**src/rtl/pc_call_stack_if.sv**
```systemverilog
// Purpose: decoder <-> program-counter bus (control strobes, jump target, PC and stack status).
// Latency: none; this file only groups wires.
// Backpressure: none; i_Stall is the only hold mechanism and is carried here as a plain strobe.
// Ports: master = instruction decoder (drives i_*), slave = pc_call_stack (drives o_*).
interface pc_call_stack_if #(
  parameter int WIDTH = 16,
  parameter int DEPTH = 8
);
  localparam int DW = $clog2(DEPTH + 1);

  logic             i_Stall;
  logic             i_Call;
  logic             i_Ret;
  logic             i_Load;
  logic             i_Inc;
  logic             i_ClearErr;
  logic [WIDTH-1:0] i_Address;
  logic [WIDTH-1:0] o_Address;
  logic [DW-1:0]    o_Depth;
  logic             o_Full;
  logic             o_Empty;
  logic             o_Overflow;
  logic             o_Underflow;

  modport master (
    output i_Stall, i_Call, i_Ret, i_Load, i_Inc, i_ClearErr, i_Address,
    input  o_Address, o_Depth, o_Full, o_Empty, o_Overflow, o_Underflow
  );

  modport slave (
    input  i_Stall, i_Call, i_Ret, i_Load, i_Inc, i_ClearErr, i_Address,
    output o_Address, o_Depth, o_Full, o_Empty, o_Overflow, o_Underflow
  );
endinterface

```
**src/rtl/pc_call_stack.sv**
```systemverilog
// Purpose: Hack CPU program counter with call/return stack, stall, reset vector and sticky errors.
// Latency: every operation takes effect on the next rising i_CLK edge; full/empty decode from registered depth.
// Backpressure: i_Stall freezes PC, stack, depth and flags (i_ClearErr included).
// Ports: i_CLK, i_RESET_n (async active-low), bus (pc_call_stack_if.slave: strobes, target, PC, depth, status).
// Option: define PC_STACK_CIRCULAR_EN to make a call-when-full overwrite the oldest entry instead of dropping.
module pc_call_stack #(
  parameter int               WIDTH      = 16,
  parameter int               DEPTH      = 8,
  parameter logic [WIDTH-1:0] RESET_ADDR = '0
) (
  input  logic            i_CLK,
  input  logic            i_RESET_n,
  pc_call_stack_if.slave  bus
);
  localparam int DW = $clog2(DEPTH + 1);
  localparam int PW = (DEPTH > 1) ? $clog2(DEPTH) : 1;

  typedef logic [WIDTH-1:0] addr_t;
  localparam addr_t ONE = addr_t'(1);

  addr_t          pc_q, pc_d;
  logic [DW-1:0]  depth_q, depth_d;
  logic [PW-1:0]  ptr_q, ptr_d;       // next slot to write; top of stack is ptr_q-1 (mod DEPTH)
  addr_t          stack_q [DEPTH];
  addr_t          stack_d [DEPTH];
  logic           ovf_q, ovf_d;
  logic           unf_q, unf_d;

  logic           full;
  logic           empty;
  logic [PW-1:0]  ptr_inc;
  logic [PW-1:0]  ptr_dec;
  addr_t          ret_addr;

  assign full     = (depth_q == DW'(DEPTH));
  assign empty    = (depth_q == '0);
  // The pointer wraps explicitly so non-power-of-two depths stay in range.
  assign ptr_inc  = (ptr_q == PW'(DEPTH - 1)) ? '0 : ptr_q + PW'(1);
  assign ptr_dec  = (ptr_q == '0) ? PW'(DEPTH - 1) : ptr_q - PW'(1);
  assign ret_addr = pc_q + ONE;       // wraps 2^WIDTH-1 -> 0 naturally

  always_comb begin
    pc_d    = pc_q;
    depth_d = depth_q;
    ptr_d   = ptr_q;
    stack_d = stack_q;
    ovf_d   = ovf_q;
    unf_d   = unf_q;
    if (!bus.i_Stall) begin
      // Clear first so an error raised on the same edge overrides it.
      if (bus.i_ClearErr) begin
        ovf_d = 1'b0;
        unf_d = 1'b0;
      end
      if (bus.i_Call) begin
        pc_d = bus.i_Address;
        if (!full) begin
          stack_d[ptr_q] = ret_addr;
          ptr_d          = ptr_inc;
          depth_d        = depth_q + DW'(1);
        end else begin
          ovf_d = 1'b1;
`ifdef PC_STACK_CIRCULAR_EN
          // When full, ptr_q points at the oldest entry; overwrite it and keep depth at DEPTH.
          stack_d[ptr_q] = ret_addr;
          ptr_d          = ptr_inc;
`endif
        end
      end else if (bus.i_Ret) begin
        if (!empty) begin
          pc_d    = stack_q[ptr_dec];
          ptr_d   = ptr_dec;
          depth_d = depth_q - DW'(1);
        end else begin
          unf_d = 1'b1;
        end
      end else if (bus.i_Load) begin
        pc_d = bus.i_Address;
      end else if (bus.i_Inc) begin
        pc_d = pc_q + ONE;
      end
    end
  end

  always_ff @(posedge i_CLK or negedge i_RESET_n) begin
    if (!i_RESET_n) begin
      pc_q    <= RESET_ADDR;
      depth_q <= '0;
      ptr_q   <= '0;
      ovf_q   <= 1'b0;
      unf_q   <= 1'b0;
      for (int i = 0; i < DEPTH; i++) begin
        stack_q[i] <= '0;
      end
    end else begin
      pc_q    <= pc_d;
      depth_q <= depth_d;
      ptr_q   <= ptr_d;
      ovf_q   <= ovf_d;
      unf_q   <= unf_d;
      stack_q <= stack_d;
    end
  end

  assign bus.o_Address   = pc_q;
  assign bus.o_Depth     = depth_q;
  assign bus.o_Full      = full;
  assign bus.o_Empty     = empty;
  assign bus.o_Overflow  = ovf_q;
  assign bus.o_Underflow = unf_q;
endmodule

```
**src/flat_wrapper.sv**
```systemverilog
// flat-port wrapper written by rule: the top's interface ports become plain ports
module pc_call_stack_flat 
#(
  parameter int               WIDTH      = 16,
  parameter int               DEPTH      = 8,
  parameter logic [WIDTH-1:0] RESET_ADDR = '0
)
  (i_CLK, i_RESET_n, bus_i_Stall, bus_i_Call, bus_i_Ret, bus_i_Load, bus_i_Inc, bus_i_ClearErr, bus_i_Address, bus_o_Address, bus_o_Depth, bus_o_Full, bus_o_Empty, bus_o_Overflow, bus_o_Underflow);
  pc_call_stack_if #(.WIDTH(WIDTH), .DEPTH(DEPTH)) bus_i ();
  input  logic i_CLK;
  input  logic i_RESET_n;
  input wire logic [$bits(bus_i.i_Stall)-1:0] bus_i_Stall;
  input wire logic [$bits(bus_i.i_Call)-1:0] bus_i_Call;
  input wire logic [$bits(bus_i.i_Ret)-1:0] bus_i_Ret;
  input wire logic [$bits(bus_i.i_Load)-1:0] bus_i_Load;
  input wire logic [$bits(bus_i.i_Inc)-1:0] bus_i_Inc;
  input wire logic [$bits(bus_i.i_ClearErr)-1:0] bus_i_ClearErr;
  input wire logic [$bits(bus_i.i_Address)-1:0] bus_i_Address;
  output wire logic [$bits(bus_i.o_Address)-1:0] bus_o_Address;
  output wire logic [$bits(bus_i.o_Depth)-1:0] bus_o_Depth;
  output wire logic [$bits(bus_i.o_Full)-1:0] bus_o_Full;
  output wire logic [$bits(bus_i.o_Empty)-1:0] bus_o_Empty;
  output wire logic [$bits(bus_i.o_Overflow)-1:0] bus_o_Overflow;
  output wire logic [$bits(bus_i.o_Underflow)-1:0] bus_o_Underflow;
  assign bus_i.i_Stall = bus_i_Stall;
  assign bus_i.i_Call = bus_i_Call;
  assign bus_i.i_Ret = bus_i_Ret;
  assign bus_i.i_Load = bus_i_Load;
  assign bus_i.i_Inc = bus_i_Inc;
  assign bus_i.i_ClearErr = bus_i_ClearErr;
  assign bus_i.i_Address = bus_i_Address;
  assign bus_o_Address = bus_i.o_Address;
  assign bus_o_Depth = bus_i.o_Depth;
  assign bus_o_Full = bus_i.o_Full;
  assign bus_o_Empty = bus_i.o_Empty;
  assign bus_o_Overflow = bus_i.o_Overflow;
  assign bus_o_Underflow = bus_i.o_Underflow;
  pc_call_stack #(.WIDTH(WIDTH), .DEPTH(DEPTH), .RESET_ADDR(RESET_ADDR)) u_core (.i_CLK(i_CLK), .i_RESET_n(i_RESET_n), .bus(bus_i));
endmodule
```
**config.mk**
```make
export PLATFORM = sky130hd
export DESIGN_NAME = pc_call_stack_flat
export DESIGN_NICKNAME = d
export VERILOG_FILES = /design/src/rtl/pc_call_stack_if.sv /design/src/rtl/pc_call_stack.sv /design/src/flat_wrapper.sv
export SDC_FILE = /design/constraint.sdc
export NUM_CORES = 1
export LEC_CHECK = 0
export CORE_ASPECT_RATIO = 2
export CORE_MARGIN = 10
export CORE_UTILIZATION = 45
export CTS_CLUSTER_DIAMETER = 200
export CTS_CLUSTER_SIZE = 40
export DETAILED_ROUTE_END_ITERATION = 16
export SLEW_MARGIN = 20
export SYNTH_ARGS = -nofsm -noshare
export SYNTH_HDL_FRONTEND = slang
export SYNTH_SLANG_ARGS = --single-unit
```
**constraint.sdc**
```tcl
create_clock -name i_CLK -period 6.4 [get_ports i_CLK]
set_input_delay 1.28 -clock i_CLK [delete_from_list [all_inputs] [get_ports i_CLK]]
set_output_delay 1.28 -clock i_CLK [all_outputs]
set_load 0.05 [all_outputs]
```
* Yosys cells after proc, flatten, opt, wreduce, memory -nomap -nowiden
Cells that the tools add are included.
** Operators by class
- Div/mod/pow operators :: 0
- Add/sub/neg operators :: 5
- Muxes and demuxes :: 28
- $lt $le $gt $ge :: 3
- Multiply operators :: 0
- Equality and inequality tests :: 5
- Shift operators :: 0
- Reduce and logical (&&, ||, !) cells :: 8
- Bitwise operators :: 4
** Operators by type and width (number)
- 128-bit bitwise mux :: 1
- 16-bit two-way mux :: 8
- 16-bit binary-select mux with 3-bit select :: 1
- 16-bit demux with 3-bit select :: 1
- 3-bit two-way mux :: 6
- 16-bit by 1-bit adder with 16-bit output (second input constant) :: 1
- 4-bit two-way mux :: 4
- 4-bit greater-or-equal comparator (second input constant) :: 2
- 3-bit NOT with 4-bit output :: 2
- 1-bit two-way mux :: 7
- 3-bit AND reduction :: 2
- 4-bit by 1-bit adder with 4-bit output (second input constant) :: 1
- 4-bit == test (second input constant) :: 1
- 4-bit zero test :: 1
- 4-bit by 1-bit less-than comparator with 1-bit output (second input constant) :: 1
- 2-bit inequality test (second input constant) :: 2
- 4-bit AND reduction :: 1
- 4-bit nonzero test :: 1
- 4-bit by 1-bit subtractor with 4-bit output (second input constant) :: 1
- 3-bit by 1-bit adder with 3-bit output (second input constant) :: 1
- 3-bit == test (second input constant) :: 1
- 3-bit zero test :: 1
- 3-bit inequality test (second input constant) :: 1
- 3-bit by 1-bit subtractor with 3-bit output (second input constant) :: 1
- 3 further kinds :: 4
** Storage, ports and cells
- RAM bits :: 0
- Flip-flop bits (word level) :: 153
- Memory bits (read-only) :: 0
- Input port bits :: 24
- Latch bits :: 0
- Memories :: 0

* Depth between registers and ports, before layout
- Depth in word-level cells :: 9
- Depth in mapped cells :: 11
- Gate-level depth less buffers :: 8

* Worst setup path before layout
No wires, ideal clock.
- Path type :: register to output
- Start :: register u_core.depth_q[1], in the netlist u_core.bus.o_Depth[1]
- End :: output port bus_o_Empty
- Arrival :: 1746 ps
- Setup slack :: 3374 ps
- Cell stages (with the launch flop) :: 3
- Path through :: dfrtp_1 > or3_1 > nor2_1
** On the way
- Cells in the longest elaborated chain, start to end :: 1
** RTL lines
- start, declared :: line pc_call_stack.sv:22 : logic [DW-1:0] depth_q, depth_d;
- start signal, assigned :: line pc_call_stack.sv:97 : depth_q <= depth_d;
- 4-bit zero test :: line pc_call_stack.sv:36 : assign empty = (depth_q == '0);
- end, declared :: line flat_wrapper.sv:22 : output wire logic [$bits(bus_i.o_Empty)-1:0] bus_o_Empty;
Every way passes these cells.

* Final worst setup path
- Start :: input port bus_i_Call
- End :: register u_core.stack_q[49] (netlist bit)
** On the way
- Cells in the longest elaborated chain, start to end :: 1
** RTL lines
- start, declared :: line flat_wrapper.sv:13 : input wire logic [$bits(bus_i.i_Call)-1:0] bus_i_Call;
- 3-bit AND reduction (no line)
- end signal, assigned :: line pc_call_stack.sv:101 : stack_q <= stack_d;
- end, declared :: line pc_call_stack.sv:24 : addr_t stack_q [DEPTH];
Every way passes these cells.
A chain may end at the register's enable or synchronous reset.

==> flow_summary.yaml <==
outcome:
  status: "complete, no violations"
synth:
  synth-simple-area-share_pct: 16.1
  ys_warn_count: 0
  ys_types: 61
  synth_area_leaders: "dfrtp_1 (51%), nand2_1 (7.7%), o21ai_0 (7.2%)"
  synth_fp_nets: 791
  synth-main-ff-cell: "dfrtp_1"
  postSynth.asyncResetShare_pct: 100
  yosysTopAreaCell: "dfrtp_1"
  synth_top_family_by_area: "simple AND/OR/NAND/NOR gates"
  synthesis.instances: 759
  synth.top_cell.area_share_pct: 51.0
  yosys.area_share.adder_pct: 1.43
  synth_compound_area_share_pct: 15.9
  netlist_area_um2: 7510
  ys_seq_elements: 153
  synth_area_per_cell_um2: 9.89
  ys_seq_area_share_pct: 51.0
  synth_edf_count: 0
  synthMuxAreaShare_pct: 8.80
  synthXorXnorAreaFrac_pct: 2.33
clock_network:
  hold_buffers: 0
  postCtsSetupBuffers: 0
  cts_tree: "built"
  cts.sinks: 153
  cts.clk_slew.worst_paths_ns: 0.06
  ctsResizeCount: 0
  clockBufferDepth: 2
  cts_inserted_buffers: 17
  root_buffer: "clkbuf_16"
  htreeDepth: 4
  clkLatencyLatePin_ns: 0.43
sta:
  fin_crit_ns: 4.09
  hold_violations: 0
  maxSlewViolCount: 0
  fin_setup_tns_ns: 0
  fin_worst_skew_ns: 0.0127
  fmax_mhz: 245
  rsz0062_at_grt: "false"
  finalSetupViolCount: 0
  period_share_pct: 63.9
  tightest_slew_ns: 1.02
  maxSlewHeadroom_pct: 31.7
  post-route-worst-setup-slack_ns: 2.31
power:
  leakage_nw: 3.65
  seqPwrFrac_pct: 36.9
  p_per_area_nw_per_um2: 541
  p_int_mw: 2.72
  netSwitchingPower_mw: 1.92
  vdd_drop_max_mv: 0.253
  share_comb_of_total_power_pct: 42.5
  p_total_mw: 4.65
  swShare_pct: 41.4
  clkPwrFrac_pct: 20.6
critical_path:
  cp_cell_sequence: "clkdlybuf4s50_1 > buf_4 > nand2b_1 > nor3_1 > nand3_1 > mux2_2"
  cp_top_family: "simple AND/OR/NAND/NOR gates"
  cp_slowest_cell: "clkdlybuf4s50_1"
  start_kind: "input port"
  max_stage_delay_ns: 0.91
  cp_num_buf_inv: 2
  r2r_cells: 8
  cp.depth: 6
  crit_fanout: 31
  crit_arrival_ns: 4.39
  cp-end-kind: "flop"
  crit_type: "in2reg"
  cp.required_ns: 6.70
drt:
  dr.pass1.iters: 5
  drc: 0
  routed_wl_um: 20300
  via_per_inst: 5.78
  wl_per_cell_um: 20.3
  ant_nets: 0
  detail_route.iter0.violations: 355
  vias: 5771
floorplanning:
  rows: 66
  dieHeight_um: 203
  core-area_um2: 16400
  initial_core_util_pct: 45.9
  die_area_um2: 22600
  io_pins: 48
  die_x_um: 111
layout:
  final_area_um2: 8590
  diodes: 0
  area_growth_pct: 14.5
  final_layout_size_suffix_gt1_share_pct: 9.69
  nets: 814
global_routing:
  grt-ovfl-total: 0
  grt_max_degree: 82
  track_usage_pct: 18.1
  grt_pass1_vias: 5866
  antenna_found_initial: 0
  grt_pass1_wl_um: 32500
placement:
  dp_slack_ns: 1.98
  dpl.hpwl_um: 13700
  place_area_um2: 8000
  gp_congestion: 0.899
  port_buffers: 47
worst_hold_path:
  hp-class: "reg2reg"
  worstHoldPathCells: 2
job:
  maxCapViolations: 0
[final cells by class]
| type | instances | area (um^2) |
|---|---|---|
| well taps | 204 | 255 |
| clock buffers | 18 | 439 |
| repair buffers | 55 | 552 |
| flip-flops and latches | 153 | 3830 |
| fillers | 1479 | 7760 |
| inverters | 12 | 45.0 |
| clock inverters | 14 | 124 |
| multi-input cells | 543 | 3350 |
[logic make-up (layout without fill, tap and decap cells)]
logic type,count (synthesis),in the layout
AO/OA/AOI/OAI,204,204
XOR/XNOR,20,20
adder cells (fa/ha/maj),8,8
buffers and inverters,63,99
flip-flops,153,153
multiplexers,40,40
AND/OR/NAND/NOR,271,271
[placed cells by master, fill, tap and decap left out, types with 3 or more instances in the layout]
master / count
mux2_2: 14
o21ai_0: 108
a221oi_1: 3
dfrtp_1: 153
xor2_1: 7
a32oi_1: 9
clkinv_2: 4
a21o_1: 4
nor2_1: 49
nand2_1: 152
nand3_1: 16
a222oi_1: 3
o211ai_1: 3
clkdlybuf4s50_1: 46
and4_1: 3
ha_1: 7
mux2i_1: 9
nand4_1: 21
clkbuf_16: 17
mux4_1: 8
inv_1: 12
a31oi_1: 6
a21oi_1: 47
o21a_1: 4
clkinvlp_4: 4
mux4_2: 9
nor3_1: 8
clkinv_4: 3
buf_4: 7
xnor2_1: 13
o31ai_1: 3
[power groups by stage]
stage	registers [mW]	logic, mW	clock network [mW]
2_1_floorplan	1.80	1.34	0
3_3_place_gp	1.70	1.95	0
3_5_place_dp	1.73	1.98	0
4_1_cts	1.71	1.99	0.975
5_1_grt	1.77	2.18	1.02
6_report	1.71	1.97	0.958
[state kept, by name, summed over array words and instances (netlist names)]
name	flops
u_core.bus.o_Address	16
u_core.bus.o_Depth	4
u_core.bus.o_Overflow	1
u_core.bus.o_Underflow	1
u_core.ptr_q	3
u_core.stack_q	128
[per-layer routing]
layer	share of wire (%)	GRT usage, %	vias up
met1	41	20.9	2832
li1	-	-	2735
met2	51	31.5	156
met4	3.9	8.99	0
met3	3.4	3.19	48
met5	0	0	-
[worst paths after layout]
check / start / end / slack (ns)
hold / removal: u_core.stack_q[57] / u_core.stack_q[57] / 0.47
setup reg to reg: u_core.ptr_q[0] / u_core.bus.o_Address[14] / 3.25
max in group asynchronous: i_RESET_n / u_core.stack_q[110] / 4.32
setup / recovery: bus_i_Call / u_core.stack_q[49] / 2.31
min in group asynchronous: i_RESET_n / u_core.bus.o_Depth[0] / 0.86
hold reg to reg: u_core.stack_q[57] / u_core.stack_q[57] / 0.47
[per-stage QoR]
step           cells  util [%]  hold slack [ns]
3_3_place_gp     966      48.9            0.453
3_5_place_dp     966      48.9            0.463
4_1_cts          998      52.4            0.476
5_1_grt          999      52.6            0.506
6_report         999      52.6            0.472
2_1_floorplan    759         -            0.442
[cells in the mapped netlist (all sizes together) (6+ instances only)]
cell,number
mux4,17
buf,13
xor2,7
a32oi,9
o21ai,109
mux2i,9
nor3,9
xnor2,13
a21oi,47
inv,12
dfrtp,153
mux2,14
nor2,49
nand2,154
a31oi,6
clkbuf,37
nand3,16
ha,7
nand4,21
[tightest hold or removal path: stages, from the launching register on]
cell and delay [ns]:
dfrtp_1 0.33, nand2_1 0.05, o21ai_0 0.06
Power figures use the tool's default switching activity.
==> RTL edit 1: new RTL, same flow settings <==
`DEPTH` is set to 8 in 3 places; all go to 4.
--- a/src/rtl/pc_call_stack_if.sv
+++ b/src/rtl/pc_call_stack_if.sv
@@ -4,7 +4,7 @@
 // Ports: master = instruction decoder (drives i_*), slave = pc_call_stack (drives o_*).
 interface pc_call_stack_if #(
   parameter int WIDTH = 16,
-  parameter int DEPTH = 8
+  parameter int DEPTH = 4
 );
   localparam int DW = $clog2(DEPTH + 1);
 
--- a/src/rtl/pc_call_stack.sv
+++ b/src/rtl/pc_call_stack.sv
@@ -5,7 +5,7 @@
 // Option: define PC_STACK_CIRCULAR_EN to make a call-when-full overwrite the oldest entry instead of dropping.
 module pc_call_stack #(
   parameter int               WIDTH      = 16,
-  parameter int               DEPTH      = 8,
+  parameter int               DEPTH      = 4,
   parameter logic [WIDTH-1:0] RESET_ADDR = '0
 ) (
   input  logic            i_CLK,
--- a/src/flat_wrapper.sv
+++ b/src/flat_wrapper.sv
@@ -2,7 +2,7 @@
 module pc_call_stack_flat 
 #(
   parameter int               WIDTH      = 16,
-  parameter int               DEPTH      = 8,
+  parameter int               DEPTH      = 4,
   parameter logic [WIDTH-1:0] RESET_ADDR = '0
 )
   (i_CLK, i_RESET_n, bus_i_Stall, bus_i_Call, bus_i_Ret, bus_i_Load, bus_i_Inc, bus_i_ClearErr, bus_i_Address, bus_o_Address, bus_o_Depth, bus_o_Full, bus_o_Empty, bus_o_Overflow, bus_o_Underflow);
Interface: changed (resized bus_o_Depth); port bits go from 48 to 47. No check against the original RTL was run, so the function may have changed too.
==> RTL edit 1 against the unedited design <==
  * Design area down 39%
  * Area after synthesis fell by 41%
  * Critical path type unchanged
  * Highest routed layer unchanged
  * Count of clock-buffer cells in the layout fell by 8
  * Total power shrank 43%
  * Sequential cell count decreased by 66
  * Setup slack better by 0.35 ns
  * Utilization up 2.3 points
  * Combinational power shrank 46%
  * Routed wire length fell by 43%
==> RTL edit 1: results (changes against the unedited design) <==
outcome = completed
Synth top cells by count = nand2_1, dfrtp_1, o21ai_0, nor2_1, clkbuf_1
Via density = 5.581 (-3.4%)
Placed Cells incl. Taps = 600 (-38%)
Skew-Pair Late Insertion Delay = 0.34 ns (-0.09 ns)
slowest stage delay, CP = 0.97 ns (+0.06 ns)
Synth Area in Compound Gates = 17.21% (+1.3 points)
H-tree level count = 3 (-1)
reg-to-reg endpoint = u_core.bus.o_Address[5]$_DFFE_PN0P_
worst IR drop on VDD = 191.4 uV (-24%)
Max-slew headroom = 34.70% (+3.0 points)
hpwl dp = 8.253 mm (-40%)
r2r setup slk = 3.99 ns (+0.74 ns)
Synth Area in XOR/XNOR = 2.978% (+0.64 points)
largest cells by area after synthesis = dfrtp_1, o21ai_0, mux4_2, nand2_1, nor2_1
Post-Route WL = 11.52 mm (-43%)
drt first-iter violations = 164 (-54%)
WL/cell = 18.71 um (-7.8%)
HP Start = u_core.bus.o_Underflow$_DFFE_PN0N_
vias in the first global route = 3492 (-40%)
Leakage = 0.002234 uW (-39%)
largest net degree at the start of global routing = 54 (-34%)
WP data arrival = 3.97 ns (-0.42 ns)
Post-Syn Instances = 446 (-41%)
metal3 WL = 495 um (-28%)
post-synthesis sequential area ratio = 49.35% (-1.7 points)
==> RTL edit 1: cell families after synthesis <==
family	Yosys count
xor gates and xnor gates	15
and+or+nand+nor	147
adders and majority gates	6
buffers and inverters	37
AOI/OAI and AO/OA	132
muxes	22
DFF	87
==> RTL edit 1: power breakdown <==
part / total, uW / switching, uW / internal (uW)
clock: 606 / 221 / 385
sequential: 961 / 176 / 785
combinational: 1060 / 613 / 447
==> RTL edit 1: critical path: cells and delay by family <==
kind | cells | cell delay [ns]
muxes | 1 | 0.51
buffers and inverters | 1 | 0.97
AOI/OAI and AO/OA | 1 | 0.34
and+or+nand+nor | 2 | 0.86
==> RTL edit 1: area by class of cell <==
cell class / count / share of cell area, %
sequential: 87 / 41.20
multi-input combinational: 322 / 39.24
timing repair buffer: 50 / 9.235
clock buffer: 10 / 4.333
tap: 132 / 3.126
clock inverter: 6 / 2.226
inverter: 9 / 0.6394
==> RTL edit 1: metrics by stage <==
stage	hold WS [ns]	utilization (%)	setup slack (ns)	power (uW)	cell area (um2)
floorplan	0.4446	-	3.259	1702	4412
global placement	0.4571	51.24	2.454	2019	4937
detailed placement	0.4678	51.24	2.344	2043	4937
CTS	0.4816	54.84	2.698	2654	5284
global route	0.5042	54.84	2.446	2805	5284
finish	0.4777	54.84	2.659	2628	5284
==> RTL edit 1: worst max path at each step <==
stage,cells after the start,end,from
final,5,u_core.stack_q[49]$_DFFE_PN0P_,bus_i_Call
after global placement,5,u_core.stack_q[49]$_DFFE_PN0P_,bus_i_Call
after CTS,5,u_core.stack_q[49]$_DFFE_PN0P_,bus_i_Call
after detailed placement,5,u_core.stack_q[49]$_DFFE_PN0P_,bus_i_Call
after global routing,5,u_core.stack_q[49]$_DFFE_PN0P_,bus_i_Call
after floorplan,1,bus_o_Empty,u_core.bus.o_Depth[0]$_DFFE_PN0P_
==> RTL edit 1: layer usage <==
metal	global-route usage, %	up-vias
li1	-	1648
met1	19.16	1666
met2	28.05	102
met3	3.662	22
met4	6.914	0
met5	0	-
==> RTL edit 2: new RTL, same settings <==
Made on the original files. Reset style: synchronous (`i_RESET_n`), changed in one clocked block. Comments in the files are not updated.
--- a/src/rtl/pc_call_stack.sv
+++ b/src/rtl/pc_call_stack.sv
@@ -82,7 +82,7 @@
     end
   end
 
-  always_ff @(posedge i_CLK or negedge i_RESET_n) begin
+  always_ff @(posedge i_CLK) begin
     if (!i_RESET_n) begin
       pc_q    <= RESET_ADDR;
       depth_q <= '0;
Check against the original RTL: differs if i_RESET_n is asserted again (counterexample within 4 cycles, from zero or initial values and one cycle with i_RESET_n low); with i_RESET_n held inactive, the same outputs for 4 cycles.
==> RTL edit 2 against the unedited design <==
  * Via count increased by 7.7%
  * Area after synthesis decreased by 1.3%
  * Register-to-register slack got worse by 0.17 ns
  * Critical path type unchanged
  * Design area decreased by 0.54%
  * First-iteration DRC count increased by 28%
  * Sequential cell count unchanged
  * Setup slack improved by 0.30 ns
  * Routed wire length increased by 8.4%
  * Clock skew decreased by 0.0050 ns
Power is not compared: it rests on default switching activity, and its combinational part moved more than twofold at a synthesized area within 25%.
==> RTL edit 2: results (changes against the unedited design) <==
vias in the first global route = 6098 (+4.0%)
post-synthesis sequential area ratio = 41.35% (-9.6 points)
via count = 6218 (+7.7%)
Mapped Nets = 838 (+5.9%)
hpwl dp = 15.14 mm (+10%)
Final nets = 848 (+4.2%)
share of flip-flops with an asynchronous set or reset = 0% (-100 points)
worst-path fanout max = 25 (-19%)
Final Instance Count excl. Fillers = 1033 (+3.4%)
share of layout cells above drive strength 1 = 10.62% (+0.93 points)
Final Skew = 0.007687 ns (-0.004985 ns)
GPL Wtd Cong = 0.8909 (-0.92%)
Tot GR Track Use = 19.22% (+1.1 points)
Post-Route WL = 21.96 mm (+8.4%)
slowest stage delay, CP = 1.05 ns (+0.14 ns)
Tot Pwr = 2622 uW
post-synth top area share = 41.35% (-9.6 points)
WP data arrival = 4.11 ns (-0.28 ns)
Synth top cells by count = nand2_1, dfxtp_1, o211a_1, clkbuf_1, o21ai_0
Top delay family on crit path = buffers and inverters
combinational share of power = 20.7%
largest net degree at the start of global routing = 97 (+18%)
Mean Syn Cell Area = 9.190 um2 (-7.1%)
largest cells by area after synthesis = dfxtp_1, o211a_1, nand2_1, mux4_2, o21ai_0
Primary FF master, synth = dfxtp_1
Flop pwr share = 40.4%
drt first-iter violations = 456 (+28%)
outcome = completed
Placed Area = 7951 um2 (-0.58%)
worst slack, placed = 2.222 ns (+0.2373 ns)
Max-slew headroom = 33.75% (+2.1 points)
-- RTL edit 2: cell count changes in the layout (fill, tap and decap cells not counted), moves of 19 or more --
cell     change
o21ai_0     -65
nand4_1     -19
dfxtp_1    +153
nor2_1      -40
nand2_1     +25
dfrtp_1    -153
o211a_1    +103
-- RTL edit 2: cell families after synthesis --
family,share of synthesized area (%)
compound gates,24.44
xor+xnor,2.348
fa+ha+maj,1.453
buf+inv,5.186
flops,41.35
mux,7.399
simple gates,17.82
-- RTL edit 2: area by class of cell --
| type | instances | area [um2] |
|---|---|---|
| tap | 204 | 255.2 |
| timing repair buffer | 61 | 573.1 |
| clock buffer | 20 | 456.7 |
| multi-input combinational | 570 | 4011 |
| sequential | 153 | 3063 |
| inverter | 13 | 48.80 |
| fill | 1532 | 7639 |
| clock inverter | 12 | 138.9 |
-- RTL edit 2: worst paths after layout --
check | startpoint | end | slack [ns] | depth (start not counted)
setup reg to reg | u_core.ptr_q[0]$_SDFFE_PN0P_ | u_core.bus.o_Address[2]$_SDFFE_PN0P_ | 3.08 | 7
hold / removal | u_core.stack_q[86]$_SDFFE_PN0P_ | u_core.stack_q[86]$_SDFFE_PN0P_ | 0.49 | 1
hold reg to reg | u_core.stack_q[86]$_SDFFE_PN0P_ | u_core.stack_q[86]$_SDFFE_PN0P_ | 0.49 | 1
setup / recovery | bus_i_Call | u_core.stack_q[25]$_SDFFE_PN0P_ | 2.61 | 7
-- RTL edit 2: layer usage --
metal | vias to the layer above | routed length, um | track usage (%)
li1 | 2932 | - | -
met1 | 3053 | 8616 | 20.66
met2 | 181 | 11630 | 34.71
met3 | 52 | 892 | 3.426
met4 | 0 | 829 | 9.953
met5 | - | 0 | 0
